### src/rtl/voice_pkg.sv
// rtl/voice_pkg.sv - shared types and constants for the voice scheduler
package voice_pkg;

    typedef enum logic [1:0] {
        ST_IDLE   = 2'd0,
        ST_SEARCH = 2'd1,
        ST_APPLY  = 2'd2,
        ST_GAP    = 2'd3
    } state_t;

    localparam int TARGET_W = 16;
    localparam int NOTE_W   = 7;
    localparam int FS_MSB   = 15;
    localparam int STEP_W   = 3;

    function automatic int rank_w(input int num_voices);
        return (num_voices > 1) ? $clog2(num_voices) : 1;
    endfunction

endpackage

### src/rtl/voice_age_tracker.sv
// rtl/voice_age_tracker.sv - per-voice age ranks (0 = newest), kept as a permutation
module voice_age_tracker #(
    parameter int NUM_VOICES = 4
) (
    input  logic                                     clk,
    input  logic                                     rst_n,
    input  logic                                     touch,
    input  logic [$clog2(NUM_VOICES)-1:0]            touch_idx,
    output logic [$clog2(NUM_VOICES)-1:0]            oldest_idx,
    output logic [NUM_VOICES*$clog2(NUM_VOICES)-1:0] ranks
);
    localparam int RW = $clog2(NUM_VOICES);

    logic [RW-1:0] rank [NUM_VOICES];
    logic [RW-1:0] touched_rank;

    assign touched_rank = rank[touch_idx];

    // Touched voice becomes newest; only voices younger than it age by one.
    always_ff @(posedge clk or negedge rst_n) begin
        if (!rst_n) begin
            for (int v = 0; v < NUM_VOICES; v++) rank[v] <= RW'(v);
        end else if (touch) begin
            for (int v = 0; v < NUM_VOICES; v++) begin
                if (RW'(v) == touch_idx)
                    rank[v] <= '0;
                else if (rank[v] < touched_rank)
                    rank[v] <= rank[v] + 1'b1;
            end
        end
    end

    always_comb begin
        oldest_idx = '0;
        ranks      = '0;
        for (int v = 0; v < NUM_VOICES; v++) begin
            if (rank[v] == RW'(NUM_VOICES - 1)) oldest_idx = RW'(v);
            ranks[v*RW +: RW] = rank[v];
        end
    end

endmodule

### src/rtl/voice_scheduler.sv
// rtl/voice_scheduler.sv - note-on/off voice allocator; VOICE_STEAL_EN enables stealing the oldest held voice
module voice_scheduler
    import voice_pkg::*;
#(
    parameter int NUM_VOICES = 4,
    parameter int RETRIG_GAP = 8
) (
    input  logic                           clk,
    input  logic                           rst_n,
    input  logic                           cmd_valid,
    output logic                           cmd_ready,
    input  logic                           cmd_on,
    input  logic [NOTE_W-1:0]              cmd_note,
    input  logic [TARGET_W-1:0]            cmd_target,
    input  logic [NUM_VOICES-1:0]          voice_running,
    output logic [NUM_VOICES-1:0]          voice_gate,
    output logic [TARGET_W*NUM_VOICES-1:0] voice_target,
    output logic                           dropped
);
    localparam int IW = $clog2(NUM_VOICES);
    localparam int CW = $clog2(RETRIG_GAP + 1);
`ifdef VOICE_STEAL_EN
    localparam bit STEAL_EN = 1'b1;
`else
    localparam bit STEAL_EN = 1'b0;
`endif

    state_t                state, state_nxt;
    logic                  ready_q;
    logic                  on_q;
    logic [NOTE_W-1:0]     note_q;
    logic [TARGET_W-1:0]   tgt_q;
    logic [NUM_VOICES-1:0] gate;
    logic [TARGET_W-1:0]   target [NUM_VOICES];
    logic [NOTE_W-1:0]     note   [NUM_VOICES];
    logic                  hit_f, free_f, rel_f;
    logic [IW-1:0]         hit_i, free_i, rel_i, old_i;
    logic                  s_hit_f, s_free_f, s_rel_f;
    logic [IW-1:0]         s_hit_i, s_free_i, s_rel_i, s_best;
    logic [IW-1:0]         sel, gap_sel, oldest_idx;
    logic [CW-1:0]         gap_cnt;
    logic                  can_alloc, do_gap, touch;
    logic [NUM_VOICES*IW-1:0] ranks;

    voice_age_tracker #(.NUM_VOICES(NUM_VOICES)) u_age (
        .clk        (clk),
        .rst_n      (rst_n),
        .touch      (touch),
        .touch_idx  (sel),
        .oldest_idx (oldest_idx),
        .ranks      (ranks)
    );

    // Lowest-index hit/free found by scanning downward; rel keeps the oldest rank.
    always_comb begin
        s_hit_f = 1'b0; s_hit_i = '0;
        s_free_f = 1'b0; s_free_i = '0;
        s_rel_f = 1'b0; s_rel_i = '0; s_best = '0;
        for (int v = NUM_VOICES - 1; v >= 0; v--) begin
            if (gate[v] && note[v] == note_q) begin s_hit_f = 1'b1; s_hit_i = IW'(v); end
            if (!gate[v] && !voice_running[v]) begin s_free_f = 1'b1; s_free_i = IW'(v); end
        end
        for (int v = 0; v < NUM_VOICES; v++) begin
            if (!gate[v] && voice_running[v] && (!s_rel_f || ranks[v*IW +: IW] > s_best)) begin
                s_rel_f = 1'b1;
                s_rel_i = IW'(v);
                s_best  = ranks[v*IW +: IW];
            end
        end
    end

    always_comb begin
        sel = old_i;
        if (rel_f)  sel = rel_i;
        if (free_f) sel = free_i;
        if (hit_f)  sel = hit_i;
        can_alloc = hit_f || free_f || rel_f || STEAL_EN;
        do_gap    = hit_f || !(free_f || rel_f);
        touch     = (state == ST_APPLY) && on_q && can_alloc;
    end

    always_ff @(posedge clk or negedge rst_n) begin
        if (!rst_n) state <= ST_IDLE;
        else        state <= state_nxt;
    end

    always_comb begin
        state_nxt = state;
        case (state)
            ST_IDLE:   if (cmd_valid && cmd_ready) state_nxt = ST_SEARCH;
            ST_SEARCH: state_nxt = ST_APPLY;
            ST_APPLY:  state_nxt = (on_q && can_alloc && do_gap) ? ST_GAP : ST_IDLE;
            ST_GAP:    if (gap_cnt == '0) state_nxt = ST_IDLE;
            default:   state_nxt = ST_IDLE;
        endcase
    end

    always_comb begin
        cmd_ready = ready_q && (state == ST_IDLE);
        dropped   = (state == ST_APPLY) && on_q && !can_alloc;
    end

    always_ff @(posedge clk or negedge rst_n) begin
        if (!rst_n) begin
            ready_q <= 1'b0;
            on_q    <= 1'b0;
            note_q  <= '0;
            tgt_q   <= '0;
            gate    <= '0;
            hit_f   <= 1'b0; free_f <= 1'b0; rel_f <= 1'b0;
            hit_i   <= '0;   free_i <= '0;   rel_i <= '0; old_i <= '0;
            gap_sel <= '0;
            gap_cnt <= '0;
            for (int v = 0; v < NUM_VOICES; v++) begin
                target[v] <= '0;
                note[v]   <= '0;
            end
        end else begin
            ready_q <= 1'b1;
            if (state == ST_IDLE && cmd_valid && cmd_ready) begin
                on_q   <= cmd_on;
                note_q <= cmd_note;
                tgt_q  <= cmd_target;
            end
            if (state == ST_SEARCH) begin
                hit_f <= s_hit_f;  hit_i  <= s_hit_i;
                free_f <= s_free_f; free_i <= s_free_i;
                rel_f <= s_rel_f;  rel_i  <= s_rel_i;
                old_i <= oldest_idx;
            end
            if (state == ST_APPLY) begin
                if (!on_q) begin
                    if (hit_f) gate[hit_i] <= 1'b0;
                end else if (can_alloc) begin
                    target[sel] <= tgt_q;
                    note[sel]   <= note_q;
                    gate[sel]   <= !do_gap;
                    gap_sel     <= sel;
                    gap_cnt     <= CW'(RETRIG_GAP - 1);
                end
            end
            if (state == ST_GAP) begin
                if (gap_cnt == '0) gate[gap_sel] <= 1'b1;
                else               gap_cnt <= gap_cnt - 1'b1;
            end
        end
    end

    assign voice_gate = gate;
    for (genvar v = 0; v < NUM_VOICES; v++) begin : g_tgt
        assign voice_target[v*TARGET_W +: TARGET_W] = target[v];
    end

endmodule

### config.mk
export PLATFORM = sky130hd
export DESIGN_NAME = voice_scheduler
export DESIGN_NICKNAME = d
export VERILOG_FILES = /design/src/rtl/voice_pkg.sv /design/src/rtl/voice_age_tracker.sv /design/src/rtl/voice_scheduler.sv
export SDC_FILE = /design/constraint.sdc
export NUM_CORES = 1
export LEC_CHECK = 0
export CAP_MARGIN = 25
export CORE_MARGIN = 3
export CORE_UTILIZATION = 50
export DETAILED_ROUTE_END_ITERATION = 12
export DONT_BUFFER_PORTS = 1
export GPL_TIMING_DRIVEN = 1
export HOLD_SLACK_MARGIN = 0.15
export SLEW_MARGIN = 25
export SYNTH_ARGS = -nofsm -noshare
export SYNTH_HDL_FRONTEND = slang
export SYNTH_SLANG_ARGS = --single-unit
export TNS_END_PERCENT = 50
### constraint.sdc
create_clock -name clk -period 4.7 [get_ports clk]
set_input_delay 0.47 -clock clk [delete_from_list [all_inputs] [get_ports clk]]
set_output_delay 0.47 -clock clk [all_outputs]
set_load 0.01 [all_outputs]
==> flow_summary.yaml, run 1 <==
global_routing:
  grt_pass1_vias: 4414
  gr-usage-all-layers: 0.205
  gr-usage-met3: 0.0851
  grt_pass1_wl_microns: 23400
  grt-busiest-layer: "met2"
  overflow: 0
  grt_max_degree: 149
  use_met2: 0.332
  grt_use_met1: 0.243
  antenna_found_initial: 0
clock_tree:
  cts_tree: "yes"
  htreeDepth: 4
  ctsResizeCount: 0
  clk_pin_slew_ns: 0.06
  root_buffer: "clkbuf_16"
  clk_path_buf_depth: 2
  clk_latency_ns: 0.43
  cts_inserted_buffers: 17
  cts_sinks: 148
synthesis:
  yosysMostFrequentCell: "dfrtp_1"
  synthTopCellsByCount: "dfrtp_1, mux2_2, nand2_1"
  syn_nets: 589
  synth_top_flop_cell: "dfrtp_1"
  synth_cell_types: 53
  synth.ff_latch_count: 148
  synth_top_area_frac: 0.526
  yosysSeqAreaShare: 0.541
  syn_inst: 544
  avgSynthCellArea_sq_um: 12.6
  synth-async-reset-ratio: 1.00
  netlist_area_sq_um: 6850
  synth.largest_area_cell: "dfrtp_1"
  ys_top_cells_by_area: "dfrtp_1, mux2_2, xnor2_1"
  ys_warn_count: 0
  synth_edf_count: 0
sta:
  relSlewSlack: 0.447
  tightest_slew_ns: 0.828
  post-route-period-util: 0.875
  rsz0062_at_grt: "false"
  fin_ws_ns: 0.585
  max_freq_mhz: 243
  hold_violations: 0
  slew_viol_final: 0
  finalCriticalPeriod_ns: 4.11
  setup_viol: 0
  fin_skew_ns: 0.00777
  setup_tns_ns: 0
floorplanning:
  die_w_microns: 123
  initial_core_util: 0.513
  die-area_sq_um: 15100
  io_pins: 101
  rows: 42
  die_h_microns: 123
  core_sq_um: 13300
worst_setup_path:
  cp.required_ns: 5.00
  path_class: "reg2reg"
  critical_path.max_fanout: 6
  critical_path.endpoint_type: "flip-flop"
  r2r-end: "rel_i[0]"
  crit_slowest_cell: "dfrtp_1"
  cp_cell_sequence: "nor2b_1, nand2_1, ha_1, nor2b_1, o21ai_0, a21oi_1, mux2_2, ha_1, nor2b_1, o21ai_0, a21o_1, mux2_2, ha_1, nand2_1, o21ai_0, nand2_1, a31oi_1, a21oi_1"
  start_kind: "flip-flop"
  slowest_delay_ns: 0.48
  worstPathArrival_ns: 4.41
  r2r-start: "voice_gate[0]"
  rrSetupSlack_ns: 0.59
  r2r_cells: 18
placed_design:
  post-place-ws_ns: 0.632
  place_hpwl_microns: 9580
  io_buffers: 0
  place.gp.congestion: 0.882
detailed_routing:
  routed_wl_microns: 14400
  drt_iter0_markers: 197
  vias: 4168
  ant_nets: 0
  viasPerCell: 5.69
  firstDrtPassIters: 4
  drc: 0
  avgRoutedWirePerCell_microns: 19.7
cells_and_area:
  diodes: 0
  syn_to_final_growth_pct: 11.6
  drive_gt1_frac: 0.304
  final_nets: 589
hold_path:
  whs_path_depth: 1
  min_to: "note_q[0]"
  hold_path_startpoint: "cmd_note[0]"
  hold_path_class: "in2reg"
power:
  ir_drop_v: 0.000367
  power.density_nw_per_um2: 737
  p_leak_nw: 3.35
  p_total_mw: 5.64
flow_run:
  maxCapViolations: 0
run_status:
  status: "finished, final reports clean"
==> flip-flops by register name (all words and copies together), names as in the netlist, 2 cells and up <==
signal and count:
free_i 2, rel_i 2, voice_target 64, old_i 2
voice_gate 4, note 28, state 2, gap_sel 2
hit_i 2, tgt_q 16, note_q 7, gap_cnt 4
u_age.ranks 8
==> stage by stage <==
stage               instance area, sq um   util  instances  hold slack, ns
global placement                    7000  0.524        699           0.181
global route                        7650  0.573        732           0.166
detailed placement                  7000  0.524        699           0.180
floorplan                           6850      -        544           0.174
finish                              7650  0.573        732           0.191
CTS                                 7640  0.572        732           0.164
==> cell usage in the layout (no fill, tap or decap), types with 2 or more instances in the layout <==
cell,count
a21o_1,2
a21oi_1,13
a22oi_1,2
a31oi_1,5
a32o_1,2
a41oi_1,2
and2_1,6
buf_4,6
bufinv_16,3
clkbuf_16,17
clkinv_4,3
clkinvlp_4,2
dfrtp_1,144
dfstp_2,4
ha_1,14
inv_1,11
inv_6,2
inv_8,2
mux2_1,3
mux2_2,117
mux2i_1,6
nand2_1,29
nand2b_1,12
nand3_1,6
nand4_1,9
nor2_1,23
nor2b_1,5
nor3_1,9
nor3b_1,3
o21a_1,4
o21ai_0,21
o221a_2,2
o22ai_1,8
o311a_1,4
o31ai_1,2
xnor2_1,28
==> layer usage <==
metal / part of all wire / routed length [microns]
met3: 0.078 / 1130
met5: 0 / 0
met4: 0.021 / 297
met2: 0.48 / 6980
met1: 0.42 / 6020
==> area by class of cell <==
cell class,instances,area [sq um]
tap,176,220
timing repair buffer,8,82.6
inverter,11,41.3
clock buffer,18,429
fill,1122,5700
sequential,148,3710
clock inverter,13,176
multi-input combinational,358,2990
==> repair_timing <==
| action | 4_1_cts | 5_1_grt |
|---|---|---|
| hold endpoints to repair | 148 | 0 |
| buffers inserted | 0 | 0 |
| hold buffers | 2 | 0 |
==> critical path: cells and delay by family, from the launching register on <==
family | cells | cell delay, ns
adder cells (fa/ha/maj) | 3 | 0.87
multiplexers | 2 | 0.74
flip-flops | 1 | 0.48
AO/OA/AOI/OAI | 7 | 1.11
AND/OR/NAND/NOR | 6 | 0.79
==> logic make-up (layout without fill, tap and decap cells) <==
family	Yosys count	after routing	synth area share
flip-flops	148	148	0.541
XOR/XNOR	28	28	0.0358
other	1	1	0.000547
adder cells (fa/ha/maj)	14	14	0.0256
buffers and inverters	38	50	0.0243
AND/OR/NAND/NOR	107	107	0.0770
multiplexers	127	127	0.209
AO/OA/AOI/OAI	81	81	0.0865
==> power breakdown <==
group / switching (mW) / internal [mW] / total [mW]
Combinational: 0.816 / 0.929 / 1.74
Sequential: 0.680 / 1.82 / 2.50
Clock: 0.551 / 0.843 / 1.39
Total: 2.05 / 3.59 / 5.64
==> worst max path at each step <==
stage | from | to | slack [ns]
6_report | voice_gate[0] | rel_i[0] | 0.59
3_3_place_gp | voice_gate[0] | rel_i[1] | 0.81
3_5_place_dp | voice_gate[0] | rel_i[1] | 0.63
5_1_grt | voice_gate[0] | rel_i[1] | 0.29
4_1_cts | voice_gate[0] | rel_i[0] | 0.61
2_1_floorplan | voice_running[0] | rel_i[1] | 1.05
Power figures use the tool's default switching activity.
==> inputs of run 2 (changes only) <==
Settings changed: CORE_ASPECT_RATIO set to 1.75.
==> run 2 against run 1 <==
Net effect:
- wire length grew 3.3%
- global-route usage grew 0.25 points
- clock power shrank 4%
- clock skew grew 0.0025 ns
- die area grew 0.37%
- largest power group unchanged
- non-clock buffer count grew 1
- flip-flop and latch count is the same
- combinational power is essentially flat
- sequential power is essentially flat
- highest routed layer unchanged
- worst setup slack lost 0.082 ns
- first-iteration DRC count grew 5.1%
- count of clock-buffer cells in the layout is the same
==> flow_summary.yaml, run 2 (synthesized netlist as in run 1, its figures left out) <==
run_status:
  status: "finished, final reports clean"
floorplanning:
  io_pins: 101
  die-area_sq_um: 15200
  die_w_microns: 94.5
  initial_core_util: 0.512
  rows: 56
  die_h_microns: 161
  core_sq_um: 13400
sta:
  max_freq_mhz: 238
  finalCriticalPeriod_ns: 4.20
  hold_violations: 0
  relSlewSlack: 0.485
  tightest_slew_ns: 0.773
  slew_viol_final: 0
  post-route-period-util: 0.893
  rsz0062_at_grt: "false"
  fin_skew_ns: 0.0102
  fin_ws_ns: 0.504
  setup_tns_ns: 0
  setup_viol: 0
detailed_routing:
  routed_wl_microns: 14900
  ant_nets: 0
  avgRoutedWirePerCell_microns: 20.3
  viasPerCell: 5.80
  vias: 4255
  firstDrtPassIters: 4
  drc: 0
  drt_iter0_markers: 207
worst_setup_path:
  worstPathArrival_ns: 4.48
  critical_path.endpoint_type: "flip-flop"
  critPathTopFamily: "compound AO/OA/AOI/OAI gates"
  slowest_delay_ns: 0.48
  worst-path-buf-inv: 0
  crit_slowest_cell: "dfrtp_1"
  cp_cell_sequence: "nor2b_1, nand2_1, ha_1, nor2b_1, o21ai_0, a21oi_1, mux2_2, ha_1, nor2b_1, o21ai_0, a21o_1, mux2_2, ha_1, nand2_1, o21ai_0, nand2_1, a31oi_1, a21oi_1"
  path_class: "reg2reg"
  start_kind: "flip-flop"
  critical_path.max_fanout: 6
  cp.required_ns: 4.98
cells_and_area:
  largest_register_ffs: 64
  final_nets: 590
  layout_common_cells: "dfrtp_1, mux2_2, nand2_1"
  multi_input_area_sq_um: 2990
  drive_gt1_frac: 0.308
  final-instance-count-excl-fill: 733
  syn_to_final_growth_pct: 11.5
  final_common_cell: "dfrtp_1"
  final_core_util: 0.571
  regArea_sq_um: 3710
  fillers: 1095
clock_tree:
  cts_tree: "yes"
  htreeDepth: 4
  cts_sinks: 148
  cts_inserted_buffers: 17
  cts_setup_buffers: 0
  ctsResizeCount: 0
  clk_path_buf_depth: 2
  clk_pin_slew_ns: 0.07
  root_buffer: "clkbuf_16"
  clk_latency_ns: 0.41
placed_design:
  place_hpwl_microns: 10200
  dpl.cell_count: 698
  place.gp.congestion: 0.852
  io_buffers: 0
  post-place-ws_ns: 0.527
global_routing:
  grt_pass1_vias: 4588
  overflow: 0
  antenna_found_initial: 1
  grt_max_degree: 149
  grt_pass1_wl_microns: 24300
  gr-usage-all-layers: 0.208
power:
  ir_drop_v: 0.000374
  p_total_mw: 5.56
  p_leak_nw: 3.36
  power.density_nw_per_um2: 727
hold_path:
  hold_path_class: "in2reg"
flow_run:
  maxCapViolations: 0
## run 2: power breakdown
group / total, mW / leakage, nW / switching [mW] / internal, mW
logic: 1.75 / 1.21 / 0.830 / 0.919
clock network: 1.33 / 0.289 / 0.602 / 0.728
registers: 2.48 / 1.86 / 0.676 / 1.80
total: 5.56 / 3.36 / 2.11 / 3.45
## run 2: final timing paths
path / start / depth (start not counted) / slack [ns] / to
worst max-delay path: voice_gate[0] / 18 / 0.50 / rel_i[1]
worst min-delay path: cmd_target[14] / 1 / 0.21 / tgt_q[14]
worst min register to register: old_i[1] / 2 / 0.47 / old_i[1]
max in group asynchronous: rst_n / 2 / 3.40 / u_age.ranks[0]
worst max register to register: voice_gate[0] / 18 / 0.50 / rel_i[1]
min in group asynchronous: rst_n / 2 / 0.66 / gap_cnt[3]
## run 2: final cells by class
class | instances | share of cell area
Tap cell | 174 | 0.0285
Timing Repair Buffer | 9 | 0.0118
Inverter | 11 | 0.00540
Sequential cell | 148 | 0.485
Antenna cell | 1 | 0.000327
Clock inverter | 14 | 0.0201
Clock buffer | 18 | 0.0575
Multi-Input combinational cell | 358 | 0.391
## run 2: through the flow
stage | cell area (sq um) | hold WS (ns)
after floorplan | 6850 | 0.174
after global placement | 7000 | 0.179
after detailed placement | 7000 | 0.179
after CTS | 7630 | 0.182
after global routing | 7640 | 0.180
final | 7640 | 0.205
## run 2: what timing repair did
action,4_1_cts,5_1_grt
hold buffers,2,0
endpoints found under the setup margin,0,0
endpoints found under the hold margin,148,0
## run 2: metal layers
metal	GRT usage	wire, microns	part of all wire
met4	0.0749	316	0.021
met3	0.0642	767	0.051
met1	0.226	5570	0.37
met2	0.372	8250	0.55
met5	0	0	0
==> inputs of run 3 (changes only) <==
Settings changed: BUFFER_PORTS_ARGS set to -buffer_cell sky130_fd_sc_hd__buf_2, DONT_BUFFER_PORTS 1 to unset, PLACE_DENSITY set to 0.71.
Clock period 4.7 ns to 4.3 ns, I/O delays scaled along.
==> run 3 against run 2 <==
Net effect:
- non-clock buffer count up 100
- critical endpoint unchanged
- critical path depth unchanged
- die area unchanged
- clock skew up 0.0067 ns
- via count up 10%
- fmax up 7.2%
- core utilization up 3.8 points
- count of clock-buffer cells in the layout down 1
- first-iteration DRC count down 18%
- largest power group unchanged
- global-route usage up 0.36 points
==> flow_summary.yaml, run 3 (synthesized netlist as in run 1, its figures left out) <==
run_status:
  status: "finished, final reports clean"
cells_and_area:
  syn_to_final_growth_pct: 18.8
  final_common_cell: "dfrtp_1"
  final_nets: 690
  fillers: 1092
  diodes: 0
  largest_register_ffs: 64
  drive_gt1_frac: 0.415
  layout_common_cells: "dfrtp_1, mux2_2, buf_2"
  regArea_sq_um: 3710
  multi_input_area_sq_um: 2990
worst_setup_path:
  crit_path_start: "voice_gate[0]"
  r2r_cells: 18
  crit_slowest_cell: "dfrtp_1"
  rrSetupSlack_ns: 0.39
  endpoint: "rel_i[1]"
  worst-path-buf-inv: 0
  critical_path_depth: 18
  start_kind: "flip-flop"
  slowest_delay_ns: 0.44
  cp.required_ns: 4.59
  r2r-start: "voice_gate[0]"
  path_class: "reg2reg"
  critical_path.endpoint_type: "flip-flop"
  critPathTopFamily: "compound AO/OA/AOI/OAI gates"
  cp_cell_sequence: "nor2b_2, nand2_1, ha_1, nor2b_1, o21ai_0, a21oi_1, mux2_2, ha_1, nor2b_1, o21ai_0, a21o_1, mux2_2, ha_1, nand2_1, o21ai_0, nand2_1, a31oi_1, a21oi_1"
  r2r-end: "rel_i[1]"
  critical_path.max_fanout: 6
  worstPathArrival_ns: 4.20
detailed_routing:
  drt_iter0_markers: 170
  vias: 4680
  viasPerCell: 5.63
  drc: 0
  ant_nets: 0
  avgRoutedWirePerCell_microns: 18.2
  firstDrtPassIters: 4
  routed_wl_microns: 15100
sta:
  setup_tns_ns: 0
  setup_viol: 0
  max_freq_mhz: 255
  hold_violations: 0
  finalCriticalPeriod_ns: 3.91
  rsz0062_at_grt: "false"
  post-route-period-util: 0.910
  slew_viol_final: 0
  whs_ns: 0.243
  relSlewSlack: 0.480
  fin_skew_ns: 0.0170
  tightest_slew_ns: 0.778
global_routing:
  grt_pass1_vias: 5088
  grt_pass1_wl_microns: 24900
  gr-usage-all-layers: 0.211
  antenna_found_initial: 0
  grt_max_degree: 77
  overflow: 0
clock_tree:
  clk_path_buf_depth: 2
  cts_tree: "yes"
  root_buffer: "clkbuf_16"
  clk_latency_ns: 0.42
  htreeDepth: 4
  cts_inserted_buffers: 17
  cts_setup_buffers: 0
  clk_pin_slew_ns: 0.07
  cts_sinks: 148
power:
  power.density_nw_per_um2: 782
  p_leak_nw: 3.81
  ir_drop_v: 0.000481
placed_design:
  place.gp.congestion: 0.857
  place_hpwl_microns: 10800
  io_buffers: 100
hold_path:
  hold_path_class: "in2reg"
floorplanning:
  initial_core_util: 0.512
  die-area_sq_um: 15200
  rows: 56
  die_w_microns: 94.5
  die_h_microns: 161
  io_pins: 101
  core_sq_um: 13400
flow_run:
  maxCapViolations: 0
-- run 3: cell count changes in the layout (fill, tap and decap cells not counted), sizes merged --
cell and change:
clkinvlp +1, clkbuf -1, buf +100, inv -3, diode -1, clkinv +3
-- run 3: final cells by class --
class,instances,share of cell area
well taps,174,0.0267
clock buffers,17,0.0522
flip-flops and latches,148,0.455
clock inverters,15,0.0226
repair buffers,109,0.0708
inverters,11,0.00507
multi-input cells,358,0.367
-- run 3: timing repair --
action                                 CTS  global route
endpoints found under the hold margin   74             0
resized for setup                        0             1
hold buffers                             1             0
setup endpoints to repair                0             2
-- run 3: worst reg2reg max path: cells and delay by family, from the launching register on --
kind                       cells  cell delay, ns
DFF                            1            0.44
muxes                          2            0.73
AOI/OAI and AO/OA              7            1.07
and+or+nand+nor                6            0.70
adders and majority gates      3            0.86
-- run 3: how the worst min path moves through the flow --
stage / start / depth (start not counted) / to / slack (ns)
floorplan: rst_n / 0 / free_f / 0.13
global placement: old_i[1] / 2 / old_i[1] / 0.45
detailed placement: old_i[1] / 2 / old_i[1] / 0.46
CTS: cmd_target[5] / 2 / tgt_q[5] / 0.22
global route: cmd_target[8] / 2 / tgt_q[8] / 0.23
finish: cmd_target[8] / 2 / tgt_q[8] / 0.24
-- run 3: report_power, final --
| part | leakage, nW | internal [mW] | switching, mW |
|---|---|---|---|
| clock | 0.289 | 0.788 | 0.684 |
| combinational | 1.67 | 1.20 | 1.15 |
| sequential | 1.86 | 1.98 | 0.568 |
-- run 3: through the flow --
step / instance area, sq um / util / power, mW / cells / worst slack (ns)
final: 8140 / 0.609 / 6.37 / 832 / 0.385
after global routing: 8140 / 0.609 / 6.81 / 832 / 0.0361
after CTS: 8140 / 0.608 / 6.42 / 832 / 0.273
after detailed placement: 7520 / 0.562 / 4.93 / 799 / 0.154
after global placement: 7520 / 0.562 / 4.79 / 799 / 0.298
after floorplan: 6850 / - / 4.17 / 544 / 0.680
-- run 3: metal layers --
layer  GRT usage  part of all wire
met5           0                 0
met4      0.0907             0.027
met3      0.0426             0.037
met2       0.392              0.57
met1       0.226              0.37
